$ cat src/rtl/mem_access.sv
// Memory-access stage: turns execute load/store requests into single-outstanding req/gnt/rvalid
// bus transactions. Optional `MEM_MISALIGN_CHECK_EN` rejects misaligned accesses without a bus request.
module mem_access #(
  parameter int TIMEOUT_CYCLES = 64
) (
  input  logic        clk_i,
  input  logic        rst_ni,
  input  logic        stall_i,
  input  logic [4:0]  rd_addr_i,
  input  logic [31:0] rd_data_i,
  input  logic        rd_we_i,
  input  logic [31:0] mem_addr_i,
  input  logic        mem_re_i,
  input  logic        mem_we_i,
  input  logic [2:0]  opfunc3_i,
  output logic        dbus_req_o,
  output logic        dbus_we_o,
  output logic [31:0] dbus_addr_o,
  output logic [3:0]  dbus_be_o,
  output logic [31:0] dbus_wdata_o,
  input  logic        dbus_gnt_i,
  input  logic        dbus_rvalid_i,
  input  logic [31:0] dbus_rdata_i,
  output logic [4:0]  rd_addr_o,
  output logic [31:0] rd_data_o,
  output logic        rd_we_o,
  output logic        mem_stall_o,
  output logic        bus_err_o,
  output logic        misalign_o,
  output logic [1:0]  fsm_state_o
);

  localparam int CW = $clog2(TIMEOUT_CYCLES + 1);
  localparam logic [CW-1:0] CNT_LAST = CW'(TIMEOUT_CYCLES - 1);

  typedef enum logic [1:0] {
    S_IDLE = 2'd0,
    S_REQ  = 2'd1,
    S_WAIT = 2'd2,
    S_DONE = 2'd3
  } state_t;

  state_t state, state_nxt;
  logic [CW-1:0] cnt;
  logic cnt_clr, cnt_inc;
  logic mem_op, is_store, misalign;
  logic req, complete, timeout, load_ok;
  logic [1:0] off;
  logic [3:0] be_st;
  logic [31:0] wdata_st, load_data;
  logic [7:0] lane8;
  logic [15:0] lane16;

  assign mem_op   = mem_re_i | mem_we_i;
  assign is_store = mem_we_i;
  assign off      = mem_addr_i[1:0];

`ifdef MEM_MISALIGN_CHECK_EN
  assign misalign = mem_op & (((opfunc3_i[1:0] == 2'b01) & off[0]) |
                              ((opfunc3_i[1:0] == 2'b10) & (off != 2'b00)));
`else
  assign misalign = 1'b0;
`endif

  always_comb begin
    be_st    = 4'b1111;
    wdata_st = rd_data_i;
    case (opfunc3_i[1:0])
      2'b00: begin
        be_st    = 4'b0001 << off;
        wdata_st = {4{rd_data_i[7:0]}};
      end
      2'b01: begin
        be_st    = 4'b0011 << {off[1], 1'b0};
        wdata_st = {2{rd_data_i[15:0]}};
      end
      default: ;
    endcase
  end

  // Lane select by shifting the word down; bit 2 of opfunc3 selects zero extension.
  assign lane8  = 8'(dbus_rdata_i >> {off, 3'b000});
  assign lane16 = 16'(dbus_rdata_i >> {off[1], 4'b0000});

  always_comb begin
    load_data = dbus_rdata_i;
    case (opfunc3_i[1:0])
      2'b00:   load_data = {{24{lane8[7] & ~opfunc3_i[2]}}, lane8};
      2'b01:   load_data = {{16{lane16[15] & ~opfunc3_i[2]}}, lane16};
      default: ;
    endcase
  end

  always_ff @(posedge clk_i or negedge rst_ni) begin
    if (!rst_ni) begin
      state <= S_IDLE;
      cnt   <= '0;
    end else begin
      state <= state_nxt;
      if (cnt_clr)      cnt <= '0;
      else if (cnt_inc) cnt <= cnt + 1'b1;
    end
  end

  always_comb begin
    state_nxt = state;
    req       = 1'b0;
    complete  = 1'b0;
    timeout   = 1'b0;
    cnt_clr   = 1'b0;
    cnt_inc   = 1'b0;
    case (state)
      S_IDLE: begin
        if (mem_op) begin
          if (misalign) begin
            complete = 1'b1;
          end else begin
            req = 1'b1;
            if (dbus_gnt_i) begin
              if (is_store) complete = 1'b1;
              else begin
                state_nxt = S_WAIT;
                cnt_clr   = 1'b1;
              end
            end else begin
              state_nxt = S_REQ;
              cnt_clr   = 1'b1;
            end
          end
        end
      end
      S_REQ: begin
        req = 1'b1;
        // A grant in the expiry cycle still counts as a successful handshake.
        if (dbus_gnt_i) begin
          if (is_store) complete = 1'b1;
          else begin
            state_nxt = S_WAIT;
            cnt_clr   = 1'b1;
          end
        end else if (cnt == CNT_LAST) begin
          timeout  = 1'b1;
          complete = 1'b1;
        end else begin
          cnt_inc = 1'b1;
        end
      end
      S_WAIT: begin
        if (dbus_rvalid_i) complete = 1'b1;
        else if (cnt == CNT_LAST) begin
          timeout  = 1'b1;
          complete = 1'b1;
        end else begin
          cnt_inc = 1'b1;
        end
      end
      S_DONE: begin
        if (!stall_i) state_nxt = S_IDLE;
      end
      default: state_nxt = S_IDLE;
    endcase
    if (complete) state_nxt = stall_i ? S_DONE : S_IDLE;
  end

  assign load_ok = complete & ~timeout & ~misalign & ~is_store;

  always_ff @(posedge clk_i or negedge rst_ni) begin
    if (!rst_ni) begin
      rd_addr_o  <= '0;
      rd_data_o  <= '0;
      rd_we_o    <= 1'b0;
      bus_err_o  <= 1'b0;
      misalign_o <= 1'b0;
    end else begin
      bus_err_o  <= timeout;
      misalign_o <= complete & misalign;
      if (complete) begin
        rd_addr_o <= rd_addr_i;
        rd_we_o   <= load_ok & rd_we_i;
        if (load_ok) rd_data_o <= load_data;
      end else if (state == S_IDLE && !mem_op && !stall_i) begin
        rd_addr_o <= rd_addr_i;
        rd_data_o <= rd_data_i;
        rd_we_o   <= rd_we_i;
      end
    end
  end

  // Bus outputs are zero whenever no request is driven, including during reset.
  assign dbus_req_o   = req & rst_ni;
  assign dbus_we_o    = dbus_req_o & is_store;
  assign dbus_addr_o  = dbus_req_o ? {mem_addr_i[31:2], 2'b00} : 32'h0;
  assign dbus_be_o    = dbus_req_o ? (is_store ? be_st : 4'b1111) : 4'b0000;
  assign dbus_wdata_o = dbus_we_o ? wdata_st : 32'h0;
  assign mem_stall_o  = rst_ni & mem_op & (state != S_DONE) & ~complete;
  assign fsm_state_o  = state;

endmodule

$ cat config.mk
export PLATFORM = sky130hd
export DESIGN_NAME = mem_access
export DESIGN_NICKNAME = d
export VERILOG_FILES = /design/src/rtl/mem_access.sv
export SDC_FILE = /design/constraint.sdc
export NUM_CORES = 1
export LEC_CHECK = 0
export ABC_CLOCK_PERIOD_IN_PS = 2800
export CORE_MARGIN = 2
export CORE_UTILIZATION = 40
export DETAILED_ROUTE_END_ITERATION = 7
export GPL_ROUTABILITY_DRIVEN = 0
export GPL_TIMING_DRIVEN = 0
export PLACE_DENSITY_LB_ADDON = 0.2
export REMOVE_ABC_BUFFERS = 1
export SLEW_MARGIN = 10
export SYNTH_ARGS = -nofsm -noshare
export SYNTH_HDL_FRONTEND = slang
export SYNTH_SLANG_ARGS = --single-unit
$ cat constraint.sdc
create_clock -name clk_i -period 2.8 [get_ports clk_i]
set_input_delay 0.28 -clock clk_i [delete_from_list [all_inputs] [get_ports clk_i]]
set_output_delay 0.28 -clock clk_i [all_outputs]
set_load 0.01 [all_outputs]
==> reports/results.tsv, run 1 <==
stage	metric	value	unit
routing	drt initial violations	284	
synthesis	Post-Synthesis Mean Instance Area	8.47	µm²
synthesis	post-synthesis async set-or-reset flop share	100	%
place	I/O Buffers	221	
setup_path	Worst EP arrival	2.47	ns
layout	nets	819	
place	hpwl dp	10500	µm
setup_path	Critical Path Fanout Max	7	
pwr	reported leakage power	3.55	nW
pwr	Pwr Total	0.00541	W
synthesis	Yosys reg bits	48	
die	core region area	9770	µm²
clock_tree	H-tree depth	2	
setup_path	crit-path cells	inv_1 > ha_4 > nor2b_2 > o21ai_4 > clkinvlp_4 > buf_4 > and3_1 > clkdlybuf4s50_1	
synthesis	Yosys cell types	54	
die	Die Footprint	10900	µm²
routing	Pre-antenna DRT Iters	5	
routing	routed length per instance	19.7	µm
sta	Slew @ Worst Pin	1.33	ns
layout	fillcell total	749	
setup_path	reg2reg setup slack	0.12	ns
global_route	vias in the first global route	4560	
layout	final instance count without filler cells	836	
die	Die X	104	µm
clock_tree	clk buf depth	2	
sta	final hold violation count	0	
sta	crit share post-route	98.0	%
layout	P&R area growth vs syn	71.7	%
setup_path	CP max stage delay	0.50	ns
routing	drt drc	0	
die	number of placement rows	36	
clock_tree	CTS clk-pin slew, worst paths	0.10	ns
global_route	first-pass GRT wire length	25400	µm
global_route	grt ovf	0	
sta	Rel. slew slack	11.3	%
routing	Routed WL	16500	µm
setup_path	CP required	2.52	ns
clock_tree	clk sink count	48	
clock_tree	Clock Tree Root	clkbuf_8	
min_path	Worst Hold Class	reg2reg	
place	DP Cell Count	799	
sta	Final Max Slew Viols	0	
synthesis	Post-synth EDFFs	0	
die	Top-Level Pins	225	
global_route	largest net degree at the start of global routing	38	
clock_tree	CTS tree	done	
pwr	VDD IR-drop max	392	µV
layout	share of cells above drive strength 1	14.4	%
setup_path	Worst Setup End Kind	output port	
routing	via count	4699	
layout	n_diodes	0	
global_route	initial antenna violation count	0	
sta	Final Hold Slack	0.495	ns
synthesis	Syn Inst Count	477	
synthesis	warnings from Yosys	0	
routing	Via-to-Cell Ratio	5.62	
synthesis	ys flop type	dfrtp_1	
die	die height	104	µm
synthesis	sequential-to-total area share from yosys stat	29.7	%
setup_path	slowest cell on the critical path	clkdlybuf4s50_1	
run_status	outcome	completed	
sta	Max Fclk	0.364	GHz
sta	Setup violations, final	0	
routing	Antenna Violating Nets Remaining	0	
die	starting density of the core	41.3	%
sta	Setup Skew	0.0105	ns
sta	RSZ-0062 raised after global routing	yes	
setup_path	cell family with most CP delay	buffers and inverters	
global_route	GRT Total Usage	28.9	%
sta	post-layout min period	2.75	ns
clock_tree	Clock Latency Late Sink	0.30	ns
synthesis	mapped cell area	4040	µm²
sta	final setup TNS	0	ns
setup_path	WP buf/inv	4	
setup_path	worst setup path class	reg2out	
flow_run	max_cap viols	0	
pwr	Cell Pwr Density	781	nW/µm²
clock_tree	Num CTS Buffers	5	
setup_path	startpoint types	flip-flop	
## per-stage QoR
step | area [µm²] | setup WS [ns] | utilization (%)
5_1_grt | 6930 | -0.0209 | 70.9
4_1_cts | 6740 | 0.00108 | 69.0
2_1_floorplan | 3860 | -1.51 | -
3_5_place_dp | 6320 | -1.65 | 64.7
6_report | 6930 | 0.0548 | 70.9
3_3_place_gp | 6240 | -2.95 | 63.8
## where the power goes
part / switching (W) / internal [W] / total [W]
Sequential: 0.000196 / 0.00101 / 0.00120
Clock: 0.000245 / 0.000447 / 0.000692
Combinational: 0.00160 / 0.00192 / 0.00352
Total: 0.00204 / 0.00337 / 0.00541
## timing repair
item / CTS / global route
endpoints found under the setup margin: 107 / 90
resized for setup: 34 / 51
endpoints found under the hold margin: 15 / 0
pin swaps: 5 / 1
setup buffers: 11 / 9
hold buffers: 3 / 0
gates cloned: 5 / 1
## layout make-up
cell class / count / area, µm² / area share, %
clock buffers: 5 / 68.8 / 0.993
clock inverters: 3 / 90.1 / 1.30
inverters: 26 / 105 / 1.52
multi-input cells: 371 / 2720 / 39.3
flip-flops and latches: 48 / 1200 / 17.3
well taps: 133 / 166 / 2.40
repair buffers: 248 / 2560 / 37.0
repair inverters: 2 / 12.5 / 0.180
## worst register-to-register path, cell delays in order, from the launching register on
cell,delay [ns]
dfrtp_1,0.42
ha_1,0.22
nand3_1,0.28
o211ai_4,0.35
and3_4,0.26
mux2i_4,0.29
buf_16,0.21
buf_16,0.20
mux2_2,0.36
## cells in the mapped netlist, types with 7 or more instances
library cell  instances  area, µm²
mux2i_1              24        240
dfrtp_1              48       1200
clkbuf_1             25       93.8
o221ai_1              7       61.3
nand2_1              55        206
a41oi_1               8       70.1
mux2_4               29        435
inv_1                25       93.8
nor2b_1              13       81.3
and2_1               30        188
a31oi_1              40        250
nand2b_1              7       43.8
nor2_1               50        188
o21ai_0              14       70.1
a21oi_1              23        115
nand3b_1              9       67.6
## registers in the layout (all words and copies together), names as in the netlist
signal,count
rd_we_o,1
bus_err_o,1
rd_data_o,32
rd_addr_o,5
fsm_state_o,2
cnt,7
## logic make-up after synthesis
family                   Yosys count  synth area share (%)
XOR/XNOR                           5                  1.08
adder cells (fa/ha/maj)            5                  1.55
AO/OA/AOI/OAI                    109                  17.9
buffers and inverters             64                  7.06
AND/OR/NAND/NOR                  181                  22.2
flip-flops                        48                  29.7
multiplexers                      64                  20.4
other                              1                0.0928
## per-layer routing
layer / wire length (µm) / share of wire (%) / up-vias / global-route usage (%)
li1: - / - / 2145 / -
met1: 6440 / 39 / 2235 / 36.0
met2: 8180 / 50 / 279 / 48.6
met3: 1330 / 8.0 / 40 / 5.51
met4: 562 / 3.4 / 0 / 12.2
met5: 0 / 0 / - / 0
## layout by cell type, fill, tap and decap left out, drive strengths merged, types with 23 or more instances in the layout
cell type      instances
and2                  30
mux2i                 25
buf                   26
inv                   24
nor2                  50
a21oi                 23
dfrtp                 48
clkdlybuf4s50        170
a31oi                 40
nand2                 56
mux2                  38
dlymetal6s2s          40
## worst paths after layout
path                                 from  depth (start not counted)         endpoint
max                        fsm_state_o[0]                          8  dbus_wdata_o[7]
min                          rd_addr_o[4]                          1     rd_addr_o[4]
min reg2reg                  rd_addr_o[4]                          1     rd_addr_o[4]
min in group asynchronous          rst_ni                          3    rd_data_o[31]
max in group asynchronous          rst_ni                          3     rd_data_o[6]
max reg2reg                        cnt[0]                          8    rd_data_o[10]
Power figures use the tool's default switching activity.
==> run 2: changes to the inputs <==
Settings changed: RECOVER_POWER from default to 100.
==> run 2 against run 1 <==
Net effect: clock power about the same; critical path depth did not move; sequential cell count unchanged; highest routed layer unchanged.
==> reports/results.tsv, run 2 (synthesis results as in run 1) <==
stage	metric	value	unit	change
global_route	GR Util met3	5.51	%	unchanged
sta	Slew @ Worst Pin	1.35	ns	+0.0228 ns
setup_path	Critical Path Fanout Max	7		unchanged
layout	final core occ	70.9	%	about the same
sta	post-layout min period	2.74	ns	-0.00441 ns
setup_path	startpoint types	flip-flop		
setup_path	CP max stage delay	0.49	ns	about the same
die	Top-Level Pins	225		unchanged
layout	commonest non-fill, non-tap cells in the layout	clkdlybuf4s50_1, nand2_1, nor2_1, dfrtp_1, dlygate4sd3_1		
routing	drt initial violations	279		-1.8%
layout	share of cells above drive strength 1	14.2	%	-0.14 points
global_route	GRT Max-Usage Layer	met2		
routing	via count	4693		-0.13%
die	die height	104	µm	unchanged
setup_path	slowest cell on the critical path	clkdlybuf4s50_1		
setup_path	Worst EP arrival	2.46	ns	about the same
sta	Setup violations, final	0		unchanged
routing	drt drc	0		unchanged
sta	RSZ-0062 raised after global routing	yes		
layout	fillcell total	750		+0.13%
place	hpwl dp	10500	µm	unchanged
layout	P&R area growth vs syn	71.6	%	about the same
die	Die Footprint	10900	µm²	unchanged
die	Die X	104	µm	unchanged
global_route	first-pass GRT wire length	25400	µm	unchanged
setup_path	worst setup path class	reg2out		
die	core region area	9770	µm²	unchanged
clock_tree	Clock Latency Late Sink	0.30	ns	about the same
die	number of placement rows	36		unchanged
sta	Max Fclk	0.365	GHz	+0.16%
clock_tree	clk buf depth	2		unchanged
clock_tree	clk sink count	48		unchanged
global_route	GRT Total Usage	28.9	%	unchanged
sta	crit share post-route	97.9	%	-0.16 points
setup_path	crit-path cells	inv_1 > ha_4 > nor2b_2 > o21ai_4 > clkinvlp_4 > buf_4 > and3_1 > clkdlybuf4s50_1		
sta	Final Max Slew Viols	0		unchanged
clock_tree	CTS clk-pin slew, worst paths	0.10	ns	about the same
place	I/O Buffers	221		unchanged
routing	Routed WL	16500	µm	about the same
sta	Rel. slew slack	9.74	%	-1.5 points
layout	n_diodes	0		unchanged
routing	Via-to-Cell Ratio	5.61		-0.13%
global_route	largest net degree at the start of global routing	38		unchanged
global_route	grt ovf	0		unchanged
sta	final hold violation count	0		unchanged
layout	top flop regs	rd_data_o: 32 flops, cnt: 7 flops, rd_addr_o: 5 flops		
sta	Setup Skew	0.00789	ns	-0.00257 ns
global_route	GR Util met1	36.0	%	unchanged
clock_tree	CTS tree	done		
routing	routed length per instance	19.8	µm	about the same
setup_path	WP buf/inv	4		unchanged
setup_path	CP required	2.52	ns	about the same
pwr	VDD IR-drop max	377	µV	-3.8%
layout	Biggest register	rd_data_o		
routing	Antenna Violating Nets Remaining	0		unchanged
pwr	Pwr Total	0.00529	W	-2.3%
setup_path	cell family with most CP delay	buffers and inverters		
pwr	Cell Pwr Density	763	nW/µm²	-2.2%
die	starting density of the core	41.3	%	unchanged
sta	Final Hold Slack	0.489	ns	-0.00567 ns
clock_tree	Clock Tree Root	clkbuf_8		
layout	most common cell after layout, fill and taps aside	clkdlybuf4s50_1		
clock_tree	H-tree depth	2		unchanged
global_route	vias in the first global route	4560		unchanged
layout	Register Area	1200	µm²	unchanged
flow_run	max_cap viols	0		unchanged
layout	area taken by multi-input logic gates	2720	µm²	unchanged
global_route	initial antenna violation count	0		unchanged
min_path	Worst Hold Class	reg2reg		
setup_path	Worst Setup End Kind	output port		
clock_tree	Num CTS Buffers	5		unchanged
pwr	reported leakage power	3.57	nW	+0.50%
run_status	outcome	completed		
layout	max reg flops	32		unchanged
sta	final setup TNS	0	ns	unchanged
global_route	met2 Track Usage GR	48.6	%	unchanged
routing	Pre-antenna DRT Iters	7		+2
layout	nets	819		unchanged
==> run 2: power breakdown <==
group          switching (W)  total (W)  internal [W]
Combinational        0.00160    0.00341       0.00181
Clock               0.000247   0.000694      0.000447
Sequential          0.000182    0.00119       0.00101
==> run 2: what timing repair did <==
action | 4_1_cts | 5_1_grt
setup buffers | 11 | 9
hold buffers | 3 | 0
setup endpoints to repair | 107 | 90
cloned | 5 | 1
pin swaps | 5 | 1
hold endpoints to repair | 15 | 0
resized for setup | 34 | 51
==> run 2: final timing paths <==
kind | start | endpoint | slack (ns) | cells after the start
max | fsm_state_o[0] | dbus_wdata_o[7] | 0.06 | 8
min | rd_addr_o[4] | rd_addr_o[4] | 0.49 | 1
max reg2reg | cnt[0] | rd_data_o[10] | 0.11 | 8
min reg2reg | rd_addr_o[4] | rd_addr_o[4] | 0.49 | 1
max in group asynchronous | rst_ni | rd_data_o[6] | 1.12 | 3
min in group asynchronous | rst_ni | rd_data_o[31] | 0.59 | 3
==> run 2: metal layers <==
metal / share of wire (%) / vias up
li1: - / 2148
met1: 39 / 2217
met2: 49 / 282
met3: 8.1 / 46
met4: 3.8 / 0
met5: 0 / -
==> run 2: area by class of cell <==
cell class | count | share of cell area, %
multi-input combinational | 371 | 39.3
timing repair buffer | 248 | 37.0
sequential | 48 | 17.3
tap | 133 | 2.40
inverter | 26 | 1.52
clock inverter | 3 | 1.30
clock buffer | 5 | 0.993
timing repair inverter | 2 | 0.181
==> run 2: per-stage QoR <==
step / worst slack (ns) / std cells / cell area [µm²]
after floorplan: -1.51 / 441 / 3860
after global placement: -2.95 / 795 / 6240
after detailed placement: -1.65 / 799 / 6320
after CTS: 0.00108 / 826 / 6740
after global routing: -0.0209 / 836 / 6930
final: 0.0592 / 836 / 6930
